File: src/rtl/lane_dly_step_ctrl.sv
// Lane delay-line step/load sequencer with optional high-speed clock pause.
// Build option: define LANE_DLY_CLK_PAUSE_EN to wrap pulses in PAUSE/SETTLE/RELEASE.
`timescale 1ns/1ps

module lane_dly_step_ctrl #(
   parameter int SETTLE_CYC = 4,
   parameter int STEP_GAP   = 2
) (
   input  logic       FAB_CLK,
   input  logic       RESET,
   input  logic       REQ_VALID,
   output logic       REQ_READY,
   input  logic       REQ_OP,
   input  logic       REQ_SEL,
   input  logic       REQ_DIR,
   input  logic [7:0] REQ_STEPS,
   output logic       DELAY_LINE_SEL,
   output logic       DELAY_LINE_DIRECTION,
   output logic       DELAY_LINE_LOAD,
   output logic       DELAY_LINE_MOVE,
   output logic       HS_IO_CLK_PAUSE,
   input  logic       RX_DELAY_LINE_OUT_OF_RANGE,
   input  logic       TX_DELAY_LINE_OUT_OF_RANGE,
   output logic       BUSY,
   output logic       DONE,
   output logic       ERR,
   output logic [7:0] STEPS_DONE
);

   // state      | meaning
   // ST_IDLE    | ready for a command
   // ST_PAUSE   | high-speed clock pause raised
   // ST_SETTLE  | wait SETTLE_CYC before first pulse
   // ST_PULSE   | one MOVE or LOAD pulse
   // ST_GAP     | STEP_GAP idle cycles, range flag sampled on last one
   // ST_RELEASE | pause dropped, wait SETTLE_CYC
   // ST_DONE    | one-cycle completion
   typedef enum logic [2:0] {
      ST_IDLE, ST_PAUSE, ST_SETTLE, ST_PULSE, ST_GAP, ST_RELEASE, ST_DONE
   } state_t;

   localparam logic [3:0] TMR_SETTLE = 4'(SETTLE_CYC - 1);
   localparam logic [3:0] TMR_GAP    = 4'(STEP_GAP - 1);

`ifdef LANE_DLY_CLK_PAUSE_EN
   localparam state_t ST_START = ST_PAUSE;
   localparam state_t ST_END   = ST_RELEASE;
`else
   localparam state_t ST_START = ST_PULSE;
   localparam state_t ST_END   = ST_DONE;
`endif

   state_t     state_q, state_d;
   logic [3:0] tmr_q, tmr_d;
   logic       op_q, op_d, sel_q, sel_d, dir_q, dir_d, err_q, err_d;
   logic [7:0] steps_q, steps_d, cnt_q, cnt_d;
   logic       ready_q, ready_d, busy_q, busy_d, done_q, done_d, err_o_q, err_o_d;
   logic       move_q, move_d, load_q, load_d, pause_q, pause_d;
   logic [7:0] steps_done_q, steps_done_d;
   logic       accept, range_hit;

   always_ff @(posedge FAB_CLK or posedge RESET) begin
      if (RESET) begin
         state_q      <= ST_IDLE;
         tmr_q        <= '0;
         op_q         <= 1'b0;
         sel_q        <= 1'b0;
         dir_q        <= 1'b0;
         err_q        <= 1'b0;
         steps_q      <= '0;
         cnt_q        <= '0;
         ready_q      <= 1'b0;
         busy_q       <= 1'b0;
         done_q       <= 1'b0;
         err_o_q      <= 1'b0;
         move_q       <= 1'b0;
         load_q       <= 1'b0;
         pause_q      <= 1'b0;
         steps_done_q <= '0;
      end else begin
         state_q      <= state_d;
         tmr_q        <= tmr_d;
         op_q         <= op_d;
         sel_q        <= sel_d;
         dir_q        <= dir_d;
         err_q        <= err_d;
         steps_q      <= steps_d;
         cnt_q        <= cnt_d;
         ready_q      <= ready_d;
         busy_q       <= busy_d;
         done_q       <= done_d;
         err_o_q      <= err_o_d;
         move_q       <= move_d;
         load_q       <= load_d;
         pause_q      <= pause_d;
         steps_done_q <= steps_done_d;
      end
   end

   assign accept    = (state_q == ST_IDLE) && REQ_VALID && ready_q;
   assign range_hit = sel_q ? TX_DELAY_LINE_OUT_OF_RANGE : RX_DELAY_LINE_OUT_OF_RANGE;

   always_comb begin
      state_d = state_q;
      tmr_d   = tmr_q;
      op_d    = op_q;
      sel_d   = sel_q;
      dir_d   = dir_q;
      err_d   = err_q;
      steps_d = steps_q;
      cnt_d   = cnt_q;
      case (state_q)
         ST_IDLE: begin
            if (accept) begin
               op_d    = REQ_OP;
               sel_d   = REQ_SEL;
               dir_d   = REQ_DIR;
               steps_d = REQ_STEPS;
               cnt_d   = '0;
               err_d   = 1'b0;
               state_d = (!REQ_OP && REQ_STEPS == 8'd0) ? ST_DONE : ST_START;
            end
         end
         ST_PAUSE: begin
            state_d = ST_SETTLE;
            tmr_d   = TMR_SETTLE;
         end
         ST_SETTLE: begin
            if (tmr_q == 4'd0) state_d = ST_PULSE;
            else               tmr_d   = tmr_q - 4'd1;
         end
         ST_PULSE: begin
            if (!op_q && cnt_q != 8'hFF) cnt_d = cnt_q + 8'd1;
            state_d = ST_GAP;
            tmr_d   = TMR_GAP;
         end
         ST_GAP: begin
            if (tmr_q != 4'd0) begin
               tmr_d = tmr_q - 4'd1;
            end else if (!range_hit && !op_q && cnt_q < steps_q) begin
               state_d = ST_PULSE;
            end else begin
               err_d   = err_q | range_hit;
               state_d = ST_END;
               tmr_d   = TMR_SETTLE;
            end
         end
         ST_RELEASE: begin
            if (tmr_q == 4'd0) state_d = ST_DONE;
            else               tmr_d   = tmr_q - 4'd1;
         end
         ST_DONE:  state_d = ST_IDLE;
         default:  state_d = ST_IDLE;
      endcase
   end

   // handshake outputs follow the next state so READY never overlaps a busy cycle
   always_comb begin
      ready_d      = (state_d == ST_IDLE);
      busy_d       = (state_d != ST_IDLE);
      done_d       = (state_q == ST_DONE);
      err_o_d      = err_q;
      move_d       = (state_q == ST_PULSE) && !op_q;
      load_d       = (state_q == ST_PULSE) && op_q;
      steps_done_d = cnt_q;
`ifdef LANE_DLY_CLK_PAUSE_EN
      pause_d      = (state_q == ST_PAUSE) || (state_q == ST_SETTLE) ||
                     (state_q == ST_PULSE) || (state_q == ST_GAP);
`else
      pause_d      = 1'b0;
`endif
   end

   assign REQ_READY            = ready_q;
   assign BUSY                 = busy_q;
   assign DONE                 = done_q;
   assign ERR                  = err_o_q;
   assign DELAY_LINE_MOVE      = move_q;
   assign DELAY_LINE_LOAD      = load_q;
   assign DELAY_LINE_SEL       = sel_q;
   assign DELAY_LINE_DIRECTION = dir_q;
   assign HS_IO_CLK_PAUSE      = pause_q;
   assign STEPS_DONE           = steps_done_q;

endmodule

File: config.mk
export PLATFORM = sky130hd
export DESIGN_NAME = lane_dly_step_ctrl
export DESIGN_NICKNAME = d
export VERILOG_FILES = /design/src/rtl/lane_dly_step_ctrl.sv
export SDC_FILE = /design/constraint.sdc
export NUM_CORES = 1
export LEC_CHECK = 0
export CAP_MARGIN = 15
export CORE_ASPECT_RATIO = 0.9
export CORE_MARGIN = 2
export CORE_UTILIZATION = 40
export CTS_BUF_LIST = sky130_fd_sc_hd__clkbuf_2
export DETAILED_ROUTE_END_ITERATION = 6
export PLACE_DENSITY = 0.62
export SLEW_MARGIN = 20
export SYNTH_ARGS = -nofsm -noshare
export SYNTH_HDL_FRONTEND = slang
export SYNTH_SLANG_ARGS = --single-unit
File: constraint.sdc
create_clock -name FAB_CLK -period 2.8 [get_ports FAB_CLK]
set_clock_uncertainty 0.15 [all_clocks]
set_input_delay 0.7 -clock FAB_CLK [delete_from_list [all_inputs] [get_ports FAB_CLK]]
set_output_delay 0.7 -clock FAB_CLK [all_outputs]
set_load 0.05 [all_outputs]
Word-level counts from Yosys, hierarchy flattened. Index checks and enable logic that the tools add are counted.

Register bits: 41. Bits in latches: 0. RAM bits: 0. ROM bits: 0. Bits of input ports: 16. Word-level logic and storage cells: 76. Memories: 0.

Add/sub/neg operators: 2. $mul: 0. Divide/modulo/power cells: 0. Order comparisons: 1. Eq/ne operators: 13. Shifts and indexed selects: 0. Muxes and demuxes: 19. Bitwise logic cells: 1. Reduce and logical (&&, ||, !) cells: 25.

Operators with widths (number): 3-bit 2-to-1 mux (6); 3-bit case mux with 6 select lines (1); 8-bit 2-to-1 mux (2); 4-bit case mux with 4 select lines (1); 8-bit case mux with 2 select lines (1); 4-bit 2-to-1 mux (3); 2-bit != test (second input constant) (5); 3-bit equality test (second input constant) (3); 8-bit by 1-bit adder with 8-bit output (second input constant) (1); 1-bit logical AND (8); 8-bit zero test (1); 8-bit < comparator (1); 8-bit != test (second input constant) (1); 4-bit nonzero test (2); 3-bit by 2-bit equality test with 1-bit output (second input constant) (2); 3-bit zero test (2); 3-bit AND reduction (2); 4-bit zero test (1); 1-bit 2-to-1 mux (4); 4-bit AND reduction (1); 2-bit nonzero test (2); 4-bit by 1-bit subtractor with 4-bit output (second input constant) (1); 3-bit by 1-bit equality test with 1-bit output (second input constant) (1); 1-bit zero test (3); 6 further kinds (6).

Logic depth before layout (Yosys ltp).
Word-level depth: 8. Depth in mapped cells: 7. Mapped depth without buffers: 7.

Worst setup path before layout. OpenSTA, ideal clock, no wires.

Kind: register to register. Start point: reg cnt_q[7]. End point: reg tmr_q[1]. Setup time: 0.121 ns. Arrival time: 1.660 ns. Data required time: 2.529 ns. Setup slack: 0.869 ns. Cell stages (with the launch flop): 7. Path through: dfrtp_1 ha_1 and4_4 and2_1 a311oi_2 nand3_1 a22o_1.

Word-level cells in the longest chain between the ends: 4.

Ends and longest elaborated chain: start, declared (line 56) `logic [7:0] steps_q, steps_d, cnt_q, cnt_d;`; start signal, assigned (line 88) `cnt_q <= cnt_d;`; 8-bit < comparator (line 140) `end else if (!range_hit && !op_q && cnt_q < steps_q) begin`; 1-bit logical AND (line 140); 3-bit != test (no source line); 3-bit AND reduction (no source line); end signal, assigned (line 82) `tmr_q <= tmr_d;`; end, declared (line 54) `logic [3:0] tmr_q, tmr_d;`.

No other way between the ends. A chain may end at the register's enable or synchronous reset.

Final worst setup path.
Start point: reg sel_q (netlist: DELAY_LINE_SEL). End point: out DELAY_LINE_SEL.

RTL lines: start, declared (line 55) `logic op_q, op_d, sel_q, sel_d, dir_q, dir_d, err_q, err_d;`; start signal, assigned (line 84) `sel_q <= sel_d;`; end, declared (line 17) `output logic DELAY_LINE_SEL,`.

No word-level cell between the ends.

==> run_results.csv <==
group,metric,value,unit
synth,syn-cell-area,2011,um^2
global_routing,grt_max_degree,42,
floorplanning,die_w,78.74,um
worst_setup_path,cp-start-kind,"flip-flop",
timing,finalMaxSlewViolations,0,
clock_network,clkSlewWorstSetupHoldPaths,0.23,ns
clock_network,post_cts_resized,0,
clock_network,holdBufCountCts,0,
worst_setup_path,path_cells,"clkdlybuf4s50_1",
timing,hold_violations,0,
timing,tns,0,ns
cells_and_area,n_fill_cell,464,
synth,synth-main-ff-cell,"dfrtp_1",
drt,drt_pass1_iterations,4,
synth,synth.net_count,227,
floorplanning,die_h,71.26,um
synth,synthMuxAreaShare,0.9956,%
floorplanning,core,4835,um^2
synth,ys_seq_area_share,51.03,%
synth,synth_compound_area_share,14.50,%
clock_network,clk_latency,0.41,ns
floorplanning,pin_count,33,
synth,synth_top_area_cell,"dfrtp_1",
timing,timing.final.crit_period,2.503,ns
worst_setup_path,worstSetupPathType,"flip-flop to output pin",
worst_setup_path,cp_data_required_time,1.95,ns
global_routing,antenna_found_initial,0,
cells_and_area,final_common_cell,"dfrtp_1",
job,drv_cap,0,
pwr,pwr_density_cell,1032,nW/um^2
cells_and_area,syn2layout_area_growth,21.34,%
drt,avgRoutedWirePerCell,12.79,um
worst_setup_path,cp.arrival,1.65,ns
clock_network,clock_sinks,41,
cells_and_area,layout-drive-gt1-share,8.085,%
timing,fin_crit_sh,89.38,%
global_routing,grt_pass1_vias,1421,
worst_setup_path,critical_path_buf_inv_count,1,
synth,yosys-top-cells-area,"dfrtp_1 (51%), ha_1 (6.2%), nand2_1 (5.6%)",
worst_hold_path,hp-class,"flip-flop to flip-flop",
global_routing,grt_usage,15.60,%
clock_network,post_cts_buffers,0,
worst_setup_path,crit_slowest_cell,"clkdlybuf4s50_1",
drt,drt_iter0_markers,106,
cells_and_area,layout_common_cells,"dfrtp_1 (41), clkdlybuf4s50_1 (31), nand2_1 (30)",
cells_and_area,nNetsFinal,260,
placement,placed_cell_area,2369,um^2
clock_network,cts_buffers,5,
synth,synth-xor-area-share,1.742,%
placement,io_buffers,31,
floorplanning,rows,24,
global_routing,grt_first_pass_wirelength,6789,um
timing,finalSetupViolations,0,
run_status,status,"finished clean",
timing,rsz0062_at_grt,"false",
global_routing,grt_overflow,0,
synth,synthAdderAreaFrac,6.223,%
timing,tightest_slew,0.5393,ns
placement,routabilityCongestion,0.8000,
synth,synth.yosys.warnings,0,
worst_setup_path,crit_family,"buffers and inverters",
synth,async_flop_share,100.0,%
synth,synth_area_per_cell,10.00,um^2
drt,drt_wl_total,3838,um
pwr,peakVddDrop,0.7101,mV
cells_and_area,multiInputGateArea,883.3,um^2
cells_and_area,register_area,1026,um^2
floorplanning,die_area,5611,um^2
placement,dpl.hpwl,2771,um
worst_setup_path,cp_max_fo,3,
drt,vias,1536,
clock_network,cts_tree,"built",
timing,slew_headroom,63.72,%
drt,post-route-drc-count,0,
pwr,power_leakage,0.001118,uW
synth,syn-instance-count,201,
clock_network,cts.htree.levels,2,
timing,fmax,399.6,MHz
worst_setup_path,critPathCaptureType,"output pin",
worst_hold_path,min_from,"err_o_d",
placement,dp.cells,292,
worst_setup_path,r2r-start,"cnt_q[4]",
synth,synth_top_family_by_area,"simple AND/OR/NAND/NOR gates",
worst_setup_path,max_stage_delay,0.81,ns
clock_network,cts_root_buf,"clkbuf_2",
cells_and_area,final_cells,300,
synth,synth_top_area_share,51.03,%
floorplanning,initial_utilization,41.59,%
synth,synth_seq_cells,41,
cells_and_area,antenna_cells,0,
cells_and_area,final_area,2440,um^2
synth,synth_cell_types,42,
worst_setup_path,critPathLaunch,"DELAY_LINE_SEL",
drt,viasPerCell,5.120,
drt,ant_nets,0,
pwr,total_power,2518,uW
synth,synthSimpleGateAreaFrac,20.29,%
synth,synth_edf_count,0,
clock_network,cts_buffer_depth,2,
-- path summary, 6_finish.rpt --
| path | end | slack, ns | depth (start not counted) |
|---|---|---|---|
| setup reg to reg | tmr_q[1] | 0.69 | 6 |
| min in group asynchronous | DELAY_LINE_SEL | 0.52 | 3 |
| max in group asynchronous | tmr_q[0] | 1.61 | 3 |
| hold reg to reg | ERR | 0.29 | 0 |
| setup / recovery | DELAY_LINE_SEL | 0.30 | 1 |
| hold / removal | ERR | 0.29 | 0 |
-- metrics by stage --
stage	utilization (%)	worst slack [ns]	hold WS [ns]
after floorplan	-	0.8692	0.2035
after global placement	48.99	0.3925	0.2276
after detailed placement	48.99	0.3488	0.2370
after CTS	50.47	0.2639	0.2943
after global routing	50.47	0.2034	0.2988
final	50.47	0.2973	0.2871
-- per-layer routing --
layer,wire (um),vias up,track usage (%)
met5,0,-,0
met4,65,0,5.458
met3,227,8,3.778
met2,1501,45,21.37
met1,2044,721,24.07
li1,-,762,-
-- cell families after synthesis --
family | after synthesis
other | 1
adders and majority gates | 10
buffers and inverters | 21
and+or+nand+nor | 79
muxes | 2
DFF | 41
AOI/OAI and AO/OA | 43
xor gates and xnor gates | 4
-- synth_stat cells, types with 3 or more instances --
master,count
xor2_1,4
nor3_1,3
buf_2,3
a21oi_1,4
a31oi_1,3
a211oi_1,4
ha_1,10
nand3_1,4
inv_1,14
nor2_1,17
buf_4,3
dfrtp_1,41
o21a_1,3
o21ai_0,14
and3_1,5
o211ai_1,4
nand4_1,4
nand2_1,30
-- cell type report --
cell class | instances | area share [%]
sequential | 41 | 42.05
multi-input combinational | 139 | 36.21
timing repair buffer | 33 | 13.33
tap | 65 | 3.333
inverter | 14 | 2.154
clock inverter | 3 | 1.897
clock buffer | 5 | 1.026
-- power breakdown --
part	total [uW]	switching [uW]	internal (uW)
sequential	1000	211	792
clock	358	206	152
combinational	1160	685	471
-- registers in the layout, summed over array words and instances, names as in the netlist, 3 cells and up --
signal      cells
STEPS_DONE      8
cnt_q           8
steps_q         8
state_q         3
tmr_q           4
Note: power is estimated with default switching activity, not from simulation.
